File: config.mk
export PLATFORM = sky130hd
export DESIGN_NAME = cl_seq
export DESIGN_NICKNAME = d
export VERILOG_FILES = /design/src/rtl/cl_seq.sv
export SDC_FILE = /design/constraint.sdc
export NUM_CORES = 1
export LEC_CHECK = 0
export BUFFER_PORTS_ARGS = -buffer_cell sky130_fd_sc_hd__buf_2
export CAP_MARGIN = 10
export CORE_MARGIN = 2
export CORE_UTILIZATION = 35
export CTS_BUF_LIST = sky130_fd_sc_hd__clkbuf_8 sky130_fd_sc_hd__clkbuf_16
export DETAILED_ROUTE_END_ITERATION = 6
export PLACE_DENSITY = 0.56
export SLEW_MARGIN = 20
export SYNTH_ARGS = -nofsm -noshare
export SYNTH_HDL_FRONTEND = slang
export SYNTH_SLANG_ARGS = --single-unit
File: constraint.sdc
create_clock -name clk -period 1.93 [get_ports clk]
set_input_delay 0.0965 -clock clk [delete_from_list [all_inputs] [get_ports clk]]
set_output_delay 0.0965 -clock clk [all_outputs]
set_load 0.02 [all_outputs]
File: src/rtl/cl_seq.sv
// Bit-serial logic sequencer: feeds operand bits LSB first to an external
// 1-bit logic unit and assembles its returned bits into result.
//
// state | meaning
// ------+-------------------------------------------------------------
// IDLE  | waiting for start; operands and result hold
// RUN   | one bit per cycle through the external unit, k = bit index
// DONE  | result complete; done pulses for this single cycle
module cl_seq #(
    parameter int WIDTH = 8
) (
    input  logic             clk,
    input  logic             reset,
    input  logic             start,
    input  logic [1:0]       op,
    input  logic [WIDTH-1:0] a,
    input  logic [WIDTH-1:0] b,
    output logic             busy,
    output logic             done,
    output logic [WIDTH-1:0] result,
    output logic             cl_a,
    output logic             cl_b,
    output logic [1:0]       cl_s,
    input  logic             cl_y
);

    localparam int KW = (WIDTH > 1) ? $clog2(WIDTH) : 1;
    localparam logic [KW-1:0] K_LAST = KW'(WIDTH - 1);

    typedef enum logic [1:0] {
        IDLE = 2'b00,
        RUN  = 2'b01,
        DONE = 2'b10
    } state_t;

    state_t           state;
    state_t           state_nxt;
    logic [KW-1:0]    k;
    logic [WIDTH-1:0] a_reg;
    logic [WIDTH-1:0] b_reg;
    logic [1:0]       op_reg;

    always_ff @(posedge clk) begin
        if (reset) begin
            state <= IDLE;
        end else begin
            state <= state_nxt;
        end
    end

    always_comb begin
        state_nxt = state;
        busy      = 1'b0;
        done      = 1'b0;
        cl_a      = 1'b0;
        cl_b      = 1'b0;
        cl_s      = 2'b00;
        case (state)
            IDLE: begin
                if (start) begin
                    state_nxt = RUN;
                end
            end
            RUN: begin
                busy = 1'b1;
                cl_a = a_reg[k];
                cl_b = b_reg[k];
                cl_s = op_reg;
                if (k == K_LAST) begin
                    state_nxt = DONE;
                end
            end
            DONE: begin
                busy      = 1'b1;
                done      = 1'b1;
                state_nxt = IDLE;
            end
            default: begin
                state_nxt = IDLE;
            end
        endcase
    end

    // k is cleared on the last bit so it never leaves 0..WIDTH-1,
    // even when WIDTH is not a power of two.
    always_ff @(posedge clk) begin
        if (reset) begin
            k      <= '0;
            a_reg  <= '0;
            b_reg  <= '0;
            op_reg <= 2'b00;
            result <= '0;
        end else begin
            if (state == IDLE && start) begin
                a_reg  <= a;
                b_reg  <= b;
                op_reg <= op;
                k      <= '0;
            end else if (state == RUN) begin
                result[k] <= cl_y;
                if (k == K_LAST) begin
                    k <= '0;
                end else begin
                    k <= k + 1'b1;
                end
            end
        end
    end

endmodule
==> impl_metrics.tcl <==
set metrics [dict create \
    tns_ns 0 \
    skew_ns 0.004828 \
    std_cell_rows 23 \
    grt_pass1_vias 1188 \
    drtPass1Iterations 4 \
    hold_path_class "in -> reg" \
    numCtsBuffers 5 \
    ff2ff_setup_slack_ns 0.26 \
    worstSetupPathType "reg -> out" \
    clock_sinks 31 \
    synth-edff-count 0 \
    combPwrFrac 0.342 \
    cp_max_fo 12 \
    worst_setup_path_end_kind "output pin" \
    clkPwrFrac 0.239 \
    num_antenna_cells 0 \
    drc 0 \
    outcome "complete, no violations" \
    fp.dieW_um 69.61 \
    cp.arrival_ns 1.65 \
    multi_input_area_um2 797.0 \
    clk_pin_slew_ns 0.07 \
    routed_via_density 5.095 \
    r2r_end "b_reg[4]$_SDFFE_PP0P_" \
    yosysWarnings 0 \
    htreeDepth 2 \
    fin_nets 231 \
    ys_ff_latch 31 \
    worst_pin_slew_ns 0.7499 \
    slew_viol_final 0 \
    fin_crit_sh 0.9037 \
    io_pins 36 \
    drtAntennaViolNets 0 \
    layout-drive-gt1-share 0.2512 \
    port_buffers 35 \
    vias 1289 \
    maxCapViolations 0 \
    synth_nets 201 \
    crit_start "k[0]$_SDFFE_PP0N_" \
    start_kind "flip-flop" \
    synth-seq-area-share 0.4120 \
    reg2regPathDepth 5 \
    switching_share 0.3652 \
    synth_cell_types 27 \
    core_area_mm2 0.004058 \
    die_area_mm2 0.004845 \
    grt_first_pass_wirelength_mm 5.547 \
    synthesis.area_mm2 0.001506 \
    antenna_found_initial 0 \
    grt_use_total 0.1426 \
    p_sw_uw 718.2 \
    clk_path_buf_depth 2 \
    drtIter0Drc 33 \
    root_buffer "clkbuf_8" \
    vdd_drop_max_v 0.0005210 \
    p_leak_uw 0.0007553 \
    die_y_um 69.61 \
    rsz0062_at_grt "no" \
    fmax_mhz 573.4 \
    place.gp.congestion 0.7455 \
    fin_crit_ns 1.744 \
    synthArstFlopShare 0 \
    area_growth_pct 16.53 \
    drt-total-wl_mm 3.275 \
    power_frac_seq 0.418 \
    hpwl_mm 2.279 \
    hold_buffers 0 \
    endpoint "cl_b" \
    fillers 428 \
    syn_area_per_cell_um2 8.758 \
    placed_cells 245 \
    p_per_area_mw_per_mm2 1120 \
    finalHoldViolCount 0 \
    clock_latency_ns 0.28 \
    grt-ovfl-total 0 \
    maxSlewHeadroom 0.5001 \
    wire_per_inst_um 12.94 \
    finalPower_uw 1967 \
    required_ns 1.83 \
    whs_ns 0.04800 \
    initial_utilization 0.3713 \
    final_cells 253 \
    grt_max_degree 32 \
    cts_tree "built" \
    synth_cells 172 \
    p_int_uw 1249 \
    r2r_start "state[0]$_SDFFE_PP0P_" \
    synth-main-ff-cell "dfxtp_1" \
    finalSetupViolations 0 \
    final-seq-area_um2 624.3 \
]
## cell type report
type / instances / share of cell area
Timing Repair Buffer: 36 / 0.1041
Inverter: 2 / 0.004277
Clock inverter: 3 / 0.007128
Sequential cell: 31 / 0.3557
Clock buffer: 5 / 0.03920
Tap cell: 50 / 0.03564
Multi-Input combinational cell: 126 / 0.4540
## power groups by stage
stage                     clock [µW]  sequential, µW  combinational (µW)
after floorplan                    0             802                 567
after detailed placement           0             838                 672
after global placement             0             831                 647
final                            471             823                 674
after CTS                        489             824                 679
after global routing             528             839                 752
## repair_timing
action | 4_1_cts | 5_1_grt
endpoints found under the setup margin | 2 | 2
resized for setup | 1 | 2
endpoints found under the hold margin | 0 | 0
cloned | 0 | 0
setup buffers | 0 | 0
## worst max-delay path, stage by stage (launching register included)
cell and delay (ns):
dfxtp_2 0.52, mux2i_1 0.30, o22ai_1 0.10, o31a_1 0.30
buf_2 0.16
## cells in the final DEF, fill, tap and decap left out, drive strengths merged
master and count:
dfxtp 31, buf 36, nand2 38, a41o 1
or3b 1, and2 3, inv 4, o31a 2
mux2 1, nand4 1, nor2 9, nor2b 3
mux2i 15, ha 7, clkbuf 5, nor3 4
nand4b 3, clkinv 1, a21oi 22, o21ai 2
and4bb 3, nor4b 1, nand2b 4, o22ai 2
nor4bb 1, nand3 3
## cell usage after synthesis, types with 2 or more instances
| library cell | count | share of area |
|---|---|---|
| nor2b_1 | 3 | 0.012 |
| nand2_1 | 38 | 0.095 |
| o22ai_1 | 2 | 0.0083 |
| nor3_1 | 4 | 0.013 |
| nand3_1 | 3 | 0.010 |
| inv_1 | 2 | 0.0050 |
| nor2_1 | 9 | 0.022 |
| nand4b_1 | 3 | 0.017 |
| clkbuf_1 | 5 | 0.012 |
| a21oi_1 | 22 | 0.073 |
| ha_1 | 7 | 0.058 |
| buf_6 | 2 | 0.015 |
| o21ai_0 | 2 | 0.0066 |
| dfxtp_1 | 31 | 0.41 |
| buf_2 | 5 | 0.017 |
| nand2b_1 | 4 | 0.017 |
| and2_1 | 3 | 0.012 |
| mux2i_1 | 15 | 0.10 |
| o31a_1 | 2 | 0.012 |
| and4bb_2 | 3 | 0.025 |
## how the worst min path moves through the flow
stage | from | to | slack (ns) | depth (start not counted)
final | b[6] | b_reg[6]$_SDFFE_PP0P_ | 0.05 | 3
after global routing | a[1] | a_reg[1]$_SDFFE_PP0P_ | 0.04 | 3
after CTS | b[6] | b_reg[6]$_SDFFE_PP0P_ | 0.04 | 3
after detailed placement | b[6] | b_reg[6]$_SDFFE_PP0P_ | 0.34 | 3
after global placement | b[1] | b_reg[1]$_SDFFE_PP0P_ | 0.34 | 3
after floorplan | reset | k[0]$_SDFFE_PP0N_ | 0.17 | 1
## kinds of logic (layout without fill, tap and decap cells)
logic type / after synthesis / in the layout / share of synthesized area
flops: 31 / 31 / 0.4120
fa+ha+maj: 7 / 7 / 0.05814
mux: 16 / 16 / 0.1071
buf+inv: 15 / 46 / 0.05897
simple gates: 74 / 74 / 0.2567
compound gates: 29 / 29 / 0.1071
## layer usage
metal  part of all wire  vias to the layer above  track usage
met3              0.047                        4      0.04506
met2               0.49                       29       0.2276
met1               0.45                      611       0.1772
met5                  0                        -            0
met4              0.012                        0      0.05882
li1                   -                      645            -
## stage by stage
step | worst slack (ns) | instance area, µm² | util
2_1_floorplan | 0.5784 | 1506 | -
3_3_place_gp | 0.2887 | 1670 | 0.4117
3_5_place_dp | 0.2629 | 1670 | 0.4117
4_1_cts | 0.08166 | 1753 | 0.4320
5_1_grt | 0.04332 | 1755 | 0.4326
6_report | 0.1859 | 1755 | 0.4326
(Power assumes the default switching activity.)
